File: config.mk
export PLATFORM = sky130hd
export DESIGN_NAME = spiram_arbiter_flat
export DESIGN_NICKNAME = d
export VERILOG_FILES = /design/src/rtl/spiram_arbiter_if.sv /design/src/rtl/spiram_arbiter.sv /design/src/flat_wrapper.sv
export SDC_FILE = /design/constraint.sdc
export NUM_CORES = 1
export LEC_CHECK = 0
export BUFFER_PORTS_ARGS = -buffer_cell sky130_fd_sc_hd__clkbuf_2
export CAP_MARGIN = 0
export CORE_UTILIZATION = 52
export CTS_CLUSTER_SIZE = 25
export DETAILED_ROUTE_END_ITERATION = 12
export PLACE_DENSITY = 0.84
export SKIP_LAST_GASP = 1
export SYNTH_ARGS = -nofsm -noshare
export SYNTH_HDL_FRONTEND = slang
export SYNTH_SLANG_ARGS = --single-unit
File: constraint.sdc
create_clock -name clk -period 2.57 [get_ports clk]
set_input_delay 0.514 -clock clk [delete_from_list [all_inputs] [get_ports clk]]
set_output_delay 0.514 -clock clk [all_outputs]
set_load 0.02 [all_outputs]
File: src/rtl/spiram_arbiter_if.sv
// spiram_arbiter_if
//   Bundles every bus-side signal of the two-port SPI RAM arbiter: the two
//   requester ports (packed, port N in slice N) and the single downstream
//   SPI RAM controller handshake, plus the sticky timeout flag.
//
//   Modports:
//     slave  - the arbiter's view: consumes requester strobes, produces port
//              busy/read data, drives the controller strobes, consumes
//              controller busy/read data.
//     master - the surrounding system's view (requesters + controller).
//
//   Signals:
//     req_rd[1:0], req_wr[1:0]  per-port 1-cycle read/write strobes
//     req_word_address[39:0]    port N address in [20N+19:20N]
//     req_wdata[63:0]           port N write data in [32N+31:32N]
//     req_rdata[63:0]           port N read data in [32N+31:32N]
//     req_rbusy/req_wbusy[1:0]  per-port read/write in flight
//     mem_rd, mem_wr            strobes to controller
//     mem_word_address[19:0]    address of granted request
//     mem_wdata[31:0]           write data of granted request
//     mem_rdata[31:0]           controller read data
//     mem_rbusy, mem_wbusy      controller busy flags
//     timeout_err               sticky abort indicator
interface spiram_arbiter_if;
  logic [1:0]  req_rd;
  logic [1:0]  req_wr;
  logic [39:0] req_word_address;
  logic [63:0] req_wdata;
  logic [63:0] req_rdata;
  logic [1:0]  req_rbusy;
  logic [1:0]  req_wbusy;
  logic        mem_rd;
  logic        mem_wr;
  logic [19:0] mem_word_address;
  logic [31:0] mem_wdata;
  logic [31:0] mem_rdata;
  logic        mem_rbusy;
  logic        mem_wbusy;
  logic        timeout_err;

  modport slave (
    input  req_rd, req_wr, req_word_address, req_wdata,
    output req_rdata, req_rbusy, req_wbusy,
    output mem_rd, mem_wr, mem_word_address, mem_wdata,
    input  mem_rdata, mem_rbusy, mem_wbusy,
    output timeout_err
  );

  modport master (
    output req_rd, req_wr, req_word_address, req_wdata,
    input  req_rdata, req_rbusy, req_wbusy,
    input  mem_rd, mem_wr, mem_word_address, mem_wdata,
    output mem_rdata, mem_rbusy, mem_wbusy,
    input  timeout_err
  );
endinterface

File: src/rtl/spiram_arbiter.sv
// spiram_arbiter
//   Shares one SPI RAM controller between two requesters (port 0 = CPU data
//   port, port 1 = secondary master). Each port may hold one captured request;
//   the FSM grants one at a time, drives the controller's rd/wr strobe until
//   the controller reports busy (or a timeout expires), waits for busy to
//   clear, then spends one DONE cycle retiring the request so the controller
//   can return to its accept state before the next strobe.
//
//   Ports:
//     clk    system clock
//     reset  synchronous active-high reset (abandons any transaction)
//     bus    spiram_arbiter_if.slave (requester ports + controller handshake)
//
//   Parameters:
//     ISSUE_TIMEOUT  cycles (1..255) a strobe is held waiting for busy
//     ABORT_RDATA    read data returned for a timed-out read
//
//   Build option:
//     SPIRAM_ARB_FIXED_PRIO_EN  when defined, port 0 always wins when both
//                               ports are pending; otherwise round-robin.
module spiram_arbiter #(
  parameter int          ISSUE_TIMEOUT = 16,
  parameter logic [31:0] ABORT_RDATA   = 32'hFFFF_FFFF
) (
  input  logic             clk,
  input  logic             reset,
  spiram_arbiter_if.slave  bus
);

  typedef enum logic [1:0] {
    ST_IDLE  = 2'd0,
    ST_ISSUE = 2'd1,
    ST_WAIT  = 2'd2,
    ST_DONE  = 2'd3
  } state_t;

  state_t      state_reg, state_next;
  logic        grant_reg, grant_next;
  logic        abort_reg, abort_next;
  logic [7:0]  cnt_reg, cnt_next;
  logic        mem_rd_reg, mem_rd_next;
  logic        mem_wr_reg, mem_wr_next;
  logic [19:0] mem_addr_reg, mem_addr_next;
  logic [31:0] mem_wdata_reg, mem_wdata_next;
  logic        timeout_err_reg, timeout_err_next;

  // Per-port views of the captured request slots.
  logic [1:0]  pending;
  logic [1:0]  port_is_rd;
  logic [1:0]  port_rbusy;
  logic [1:0]  port_wbusy;
  logic [1:0]  release_port;
  logic [19:0] port_addr  [2];
  logic [31:0] port_wdata [2];
  logic [31:0] port_rdata [2];

  logic        mem_busy;
  logic [31:0] done_rdata;
  logic        pick;

  assign mem_busy   = bus.mem_rbusy | bus.mem_wbusy;
  // Read data delivered to the granted port when it retires.
  assign done_rdata = abort_reg ? ABORT_RDATA : bus.mem_rdata;

  // ---------------------------------------------------------------------
  // Request capture slots, one per port. A slot accepts a strobe only while
  // empty; it is emptied solely by the DONE cycle of its own grant, so a
  // strobe arriving during DONE is still ignored.
  // ---------------------------------------------------------------------
  genvar gi;
  generate
    for (gi = 0; gi < 2; gi++) begin : gen_port
      logic        pend_reg;
      logic        is_rd_reg;
      logic        rbusy_reg;
      logic        wbusy_reg;
      logic [19:0] addr_reg;
      logic [31:0] wdata_reg;
      logic [31:0] rdata_reg;
      logic        strobe;

      assign strobe = bus.req_rd[gi] | bus.req_wr[gi];
      assign release_port[gi] = (state_reg == ST_DONE) && (grant_reg == 1'(gi));

      always_ff @(posedge clk) begin
        if (reset) begin
          pend_reg  <= 1'b0;
          is_rd_reg <= 1'b0;
          rbusy_reg <= 1'b0;
          wbusy_reg <= 1'b0;
          addr_reg  <= '0;
          wdata_reg <= '0;
          rdata_reg <= '0;
        end else if (release_port[gi]) begin
          pend_reg  <= 1'b0;
          rbusy_reg <= 1'b0;
          wbusy_reg <= 1'b0;
          if (is_rd_reg) begin
            rdata_reg <= done_rdata;
          end
        end else if (!pend_reg && strobe) begin
          // Read wins when both strobes are high in the same cycle.
          pend_reg  <= 1'b1;
          is_rd_reg <= bus.req_rd[gi];
          rbusy_reg <= bus.req_rd[gi];
          wbusy_reg <= ~bus.req_rd[gi];
          addr_reg  <= bus.req_word_address[20*gi +: 20];
          wdata_reg <= bus.req_wdata[32*gi +: 32];
        end
      end

      assign pending[gi]    = pend_reg;
      assign port_is_rd[gi] = is_rd_reg;
      assign port_rbusy[gi] = rbusy_reg;
      assign port_wbusy[gi] = wbusy_reg;
      assign port_addr[gi]  = addr_reg;
      assign port_wdata[gi] = wdata_reg;
      assign port_rdata[gi] = rdata_reg;
    end
  endgenerate

  // ---------------------------------------------------------------------
  // Grant selection. With a single pending port, ~pending[0] selects it
  // (01 -> port 0, 10 -> port 1); only the both-pending case differs.
  // ---------------------------------------------------------------------
`ifdef SPIRAM_ARB_FIXED_PRIO_EN
  assign pick = ~pending[0];
`else
  logic last_grant_reg;

  // Starts at 1 so that port 0 wins the first contested grant.
  always_ff @(posedge clk) begin
    if (reset) begin
      last_grant_reg <= 1'b1;
    end else if (state_reg == ST_DONE) begin
      last_grant_reg <= grant_reg;
    end
  end

  assign pick = (&pending) ? ~last_grant_reg : ~pending[0];
`endif

  // ---------------------------------------------------------------------
  // Arbitration FSM: state register.
  // ---------------------------------------------------------------------
  always_ff @(posedge clk) begin
    if (reset) begin
      state_reg       <= ST_IDLE;
      grant_reg       <= 1'b0;
      abort_reg       <= 1'b0;
      cnt_reg         <= '0;
      mem_rd_reg      <= 1'b0;
      mem_wr_reg      <= 1'b0;
      mem_addr_reg    <= '0;
      mem_wdata_reg   <= '0;
      timeout_err_reg <= 1'b0;
    end else begin
      state_reg       <= state_next;
      grant_reg       <= grant_next;
      abort_reg       <= abort_next;
      cnt_reg         <= cnt_next;
      mem_rd_reg      <= mem_rd_next;
      mem_wr_reg      <= mem_wr_next;
      mem_addr_reg    <= mem_addr_next;
      mem_wdata_reg   <= mem_wdata_next;
      timeout_err_reg <= timeout_err_next;
    end
  end

  // ---------------------------------------------------------------------
  // Arbitration FSM: next-state and registered-output logic.
  // ---------------------------------------------------------------------
  always_comb begin
    state_next       = state_reg;
    grant_next       = grant_reg;
    abort_next       = abort_reg;
    cnt_next         = cnt_reg;
    mem_rd_next      = mem_rd_reg;
    mem_wr_next      = mem_wr_reg;
    mem_addr_next    = mem_addr_reg;
    mem_wdata_next   = mem_wdata_reg;
    timeout_err_next = timeout_err_reg;

    unique case (state_reg)
      ST_IDLE: begin
        if (|pending) begin
          grant_next     = pick;
          mem_addr_next  = port_addr[pick];
          mem_wdata_next = port_wdata[pick];
          mem_rd_next    = port_is_rd[pick];
          mem_wr_next    = ~port_is_rd[pick];
          cnt_next       = '0;
          abort_next     = 1'b0;
          state_next     = ST_ISSUE;
        end
      end

      ST_ISSUE: begin
        if (mem_busy) begin
          // Controller accepted: the strobe has done its job.
          mem_rd_next = 1'b0;
          mem_wr_next = 1'b0;
          state_next  = ST_WAIT;
        end else if (cnt_reg == 8'(ISSUE_TIMEOUT - 1)) begin
          mem_rd_next = 1'b0;
          mem_wr_next = 1'b0;
          abort_next  = 1'b1;
          state_next  = ST_DONE;
        end else begin
          cnt_next = cnt_reg + 8'd1;
        end
      end

      ST_WAIT: begin
        if (!mem_busy) begin
          state_next = ST_DONE;
        end
      end

      ST_DONE: begin
        // Port retirement happens in the capture slots; this cycle also
        // guarantees one strobe-free cycle before the next grant.
        if (abort_reg) begin
          timeout_err_next = 1'b1;
        end
        state_next = ST_IDLE;
      end

      default: begin
        state_next = ST_IDLE;
      end
    endcase
  end

  // ---------------------------------------------------------------------
  // Outputs (all driven straight from registers).
  // ---------------------------------------------------------------------
  assign bus.mem_rd           = mem_rd_reg;
  assign bus.mem_wr           = mem_wr_reg;
  assign bus.mem_word_address = mem_addr_reg;
  assign bus.mem_wdata        = mem_wdata_reg;
  assign bus.timeout_err      = timeout_err_reg;
  assign bus.req_rbusy        = port_rbusy;
  assign bus.req_wbusy        = port_wbusy;
  assign bus.req_rdata        = {port_rdata[1], port_rdata[0]};

endmodule
File: src/flat_wrapper.sv
// flat-port wrapper written by rule: the top's interface ports become plain ports
module spiram_arbiter_flat 
#(
  parameter int          ISSUE_TIMEOUT = 16,
  parameter logic [31:0] ABORT_RDATA   = 32'hFFFF_FFFF
)
  (clk, reset, bus_req_rd, bus_req_wr, bus_req_word_address, bus_req_wdata, bus_req_rdata, bus_req_rbusy, bus_req_wbusy, bus_mem_rd, bus_mem_wr, bus_mem_word_address, bus_mem_wdata, bus_mem_rdata, bus_mem_rbusy, bus_mem_wbusy, bus_timeout_err);
  spiram_arbiter_if bus_i ();
  input  logic clk;
  input  logic reset;
  input wire logic [$bits(bus_i.req_rd)-1:0] bus_req_rd;
  input wire logic [$bits(bus_i.req_wr)-1:0] bus_req_wr;
  input wire logic [$bits(bus_i.req_word_address)-1:0] bus_req_word_address;
  input wire logic [$bits(bus_i.req_wdata)-1:0] bus_req_wdata;
  output wire logic [$bits(bus_i.req_rdata)-1:0] bus_req_rdata;
  output wire logic [$bits(bus_i.req_rbusy)-1:0] bus_req_rbusy;
  output wire logic [$bits(bus_i.req_wbusy)-1:0] bus_req_wbusy;
  output wire logic [$bits(bus_i.mem_rd)-1:0] bus_mem_rd;
  output wire logic [$bits(bus_i.mem_wr)-1:0] bus_mem_wr;
  output wire logic [$bits(bus_i.mem_word_address)-1:0] bus_mem_word_address;
  output wire logic [$bits(bus_i.mem_wdata)-1:0] bus_mem_wdata;
  input wire logic [$bits(bus_i.mem_rdata)-1:0] bus_mem_rdata;
  input wire logic [$bits(bus_i.mem_rbusy)-1:0] bus_mem_rbusy;
  input wire logic [$bits(bus_i.mem_wbusy)-1:0] bus_mem_wbusy;
  output wire logic [$bits(bus_i.timeout_err)-1:0] bus_timeout_err;
  assign bus_i.req_rd = bus_req_rd;
  assign bus_i.req_wr = bus_req_wr;
  assign bus_i.req_word_address = bus_req_word_address;
  assign bus_i.req_wdata = bus_req_wdata;
  assign bus_req_rdata = bus_i.req_rdata;
  assign bus_req_rbusy = bus_i.req_rbusy;
  assign bus_req_wbusy = bus_i.req_wbusy;
  assign bus_mem_rd = bus_i.mem_rd;
  assign bus_mem_wr = bus_i.mem_wr;
  assign bus_mem_word_address = bus_i.mem_word_address;
  assign bus_mem_wdata = bus_i.mem_wdata;
  assign bus_i.mem_rdata = bus_mem_rdata;
  assign bus_i.mem_rbusy = bus_mem_rbusy;
  assign bus_i.mem_wbusy = bus_mem_wbusy;
  assign bus_timeout_err = bus_i.timeout_err;
  spiram_arbiter #(.ISSUE_TIMEOUT(ISSUE_TIMEOUT), .ABORT_RDATA(ABORT_RDATA)) u_core (.clk(clk), .reset(reset), .bus(bus_i));
endmodule
==> impl_metrics.toml <==
[status]
outcome = "finished, final reports clean"

[yosys]
netlist.area_leader.share_pct = 52.1
synth_edf_count = 0
synth-async-reset-ratio_pct = 0
synth_ff_type = "dfxtp_1"
ys_ff_latch = 244
ys_warn_count = 0
synth.distinct_cells = 49
ys_seq_area_share_pct = 52.1
synth_area_sq_mm = 0.00938
avgSynthCellArea_sq_um = 8.69
synth_area_leader_cell = "dfxtp_1"
synthCells = 1080
synthTopCellsByArea = "dfxtp_1, a211oi_1, nand2_1, nor2_1, a21oi_1"
synth_fp_nets = 1229

[worst_setup_path]
critPathMaxFanout = 50
critPathLaunchType = "flop"
r2r-start = "u_core.state_reg[0]$_SDFFE_PP0P_"
r2r_slack_ns = 0.34
cp.arrival_ns = 2.64
required_ns = 2.98
reg2reg_depth = 6
timing.critical_path.to_type = "flop"
critPathKind = "flop to flop"
worst_r2r_endpoint = "u_core.gen_port[0].rdata_reg[18]$_SDFFE_PP0P_"

[timing]
worst_pin_slew_ns = 0.856
rsz0062_at_grt = "false"
fmaxAchievable_mhz = 449
setup_tns_ns = 0
hold_violations = 0
worst_slack_ns = 0.341
setup_viol = 0
finClkSkew_ns = 0.0145
slew_viol_final = 0
finalCritPeriodShare_pct = 86.7
relSlewSlack_pct = 42.7
period_needed_ns = 2.23

[place]
place_hpwl_microns = 15900
finalWeightedCongestion = 0.872
portBuffers = 266
place_ws_ns = 0.426

[grt]
antenna_found_initial = 0
grtUsageMet3_pct = 7.35
grt.total_usage_pct = 25.4
grt_pass1_vias = 7681
overflow = 0
use_met1_pct = 30.5
grt_pass1_wl_microns = 38000
grt.busiest_layer = "met2"
grt_max_degree = 114
use_met2_pct = 44.2

[cells_and_area]
final_nets = 1449
final_common_cell = "clkbuf_2"
most-common-layout-cells = "clkbuf_2, dfxtp_1, nand2_1"
syn2layout_area_growth_pct = 24.4
fillers = 1447
n_antenna_cell = 0
drive_gt1_share_pct = 25.6

[die]
die_area_sq_mm = 0.0186
chipHeight_microns = 136
start_util_pct = 53.7
core_area_sq_mm = 0.0175
rows = 48
io_pins = 267
die_w_microns = 136

[route]
first_pass_iters = 5
drt_wl_total_microns = 24500
vias = 8357
postRouteAntennaNets = 0
drcViolationCount = 0
drt-initial-drc-count = 522
wl_per_cell_microns = 15.9
via_per_inst = 5.42

[min_path]
min-delay-start = "bus_req_wdata[45]"
min_to = "u_core.gen_port[1].wdata_reg[13]$_SDFFE_PP0P_"
min_delay_path_depth = 3
holdCritPathClass = "input port to flop"

[clocking]
clock_sinks = 244
cts_resized = 0
cts_max_level = 1
cts_max_path_buffers = 3
clkLatencyLatePin_ns = 0.53
cts_buffers = 26
cts-hold-fix-buffers = 0
cts.clk_slew.worst_paths_ns = 0.06
postCtsSetupRepairBufs = 0
clockRootBuffer = "clkbuf_16"
tritoncts = "done"

[power]
ir_worst_vdd_uv = 683
power.leakage_nw = 5.03
powerDensity_mw_per_mm2 = 976

[run]
cap_violations = 0
-- cell type report --
type	instances	area [sq um]	area share (%)
sequential	244	4880	41.9
clock buffer	33	707	6.06
inverter	10	37.5	0.322
timing repair buffer	280	1560	13.3
clock inverter	13	185	1.59
tap	225	282	2.41
multi-input combinational	738	4020	34.4
-- critical path: stages (launching register included) --
cell	delay [ns]
dfxtp_1	0.40
ha_1	0.31
nor2b_2	0.37
and2_2	0.42
buf_12	0.27
nor2_1	0.08
a211oi_1	0.25
-- power by group --
part	internal [W]	switching [W]	leakage [nW]
registers	0.00432	0.000331	2.00
logic	0.00101	0.00186	2.59
clock network	0.00235	0.00152	0.440
total	0.00769	0.00370	5.03
-- how the worst max path moves through the flow --
stage                                     start                                       endpoint  slack [ns]  cells after the start
2_1_floorplan  u_core.state_reg[0]$_SDFFE_PP0P_                 u_core.cnt_reg[5]$_SDFFE_PP0P_        0.80                      6
3_3_place_gp   u_core.state_reg[0]$_SDFFE_PP0P_  u_core.gen_port[0].wdata_reg[30]$_SDFFE_PP0P_        0.55                      6
3_5_place_dp   u_core.state_reg[0]$_SDFFE_PP0P_  u_core.gen_port[0].rdata_reg[22]$_SDFFE_PP0P_        0.43                      6
4_1_cts        u_core.state_reg[0]$_SDFFE_PP0P_  u_core.gen_port[0].rdata_reg[18]$_SDFFE_PP0P_        0.36                      6
5_1_grt        u_core.state_reg[0]$_SDFFE_PP0P_  u_core.gen_port[0].rdata_reg[18]$_SDFFE_PP0P_        0.18                      6
6_report       u_core.state_reg[0]$_SDFFE_PP0P_  u_core.gen_port[0].rdata_reg[18]$_SDFFE_PP0P_        0.34                      6
-- layer usage --
metal	part of all wire, %	routed length [microns]
met5	0	0
met4	2.1	515
met3	8.9	2190
met2	48	11800
met1	41	9960
-- cell usage after synthesis (2+ instances only) --
cell,number
a211oi_1,118
a21oi_1,117
and3_1,2
buf_1,4
buf_12,5
buf_2,19
buf_4,7
clkbuf_1,51
dfxtp_1,244
ha_1,5
inv_1,10
mux2i_1,55
nand2_1,221
nand3_1,7
nand4_1,2
nor2_1,159
nor2b_1,2
nor3_1,7
nor4_1,2
o211ai_1,3
o21a_1,3
o21ai_0,6
o311ai_0,2
o31ai_1,3
or3_1,2
-- logic make-up after synthesis --
| kind of cell | count (synthesis) | share of synthesized area [%] |
|---|---|---|
| muxes | 56 | 5.99 |
| AOI/OAI and AO/OA | 260 | 17.9 |
| buffers and inverters | 98 | 5.42 |
| adders and majority gates | 5 | 0.667 |
| and+or+nand+nor | 417 | 18.0 |
| DFF | 244 | 52.1 |
-- stage by stage --
stage	hold WS [ns]	utilization (%)	instances	area (sq um)	power, W
6_report	0.204	66.8	1543	11700	0.0114
5_1_grt	0.190	66.8	1543	11700	0.0119
4_1_cts	0.180	66.8	1543	11700	0.0114
3_5_place_dp	0.447	61.7	1497	10800	0.00758
3_3_place_gp	0.440	61.7	1497	10800	0.00750
2_1_floorplan	0.436	-	1080	9380	0.00665
No activity file was read; power rests on OpenSTA's default activity.
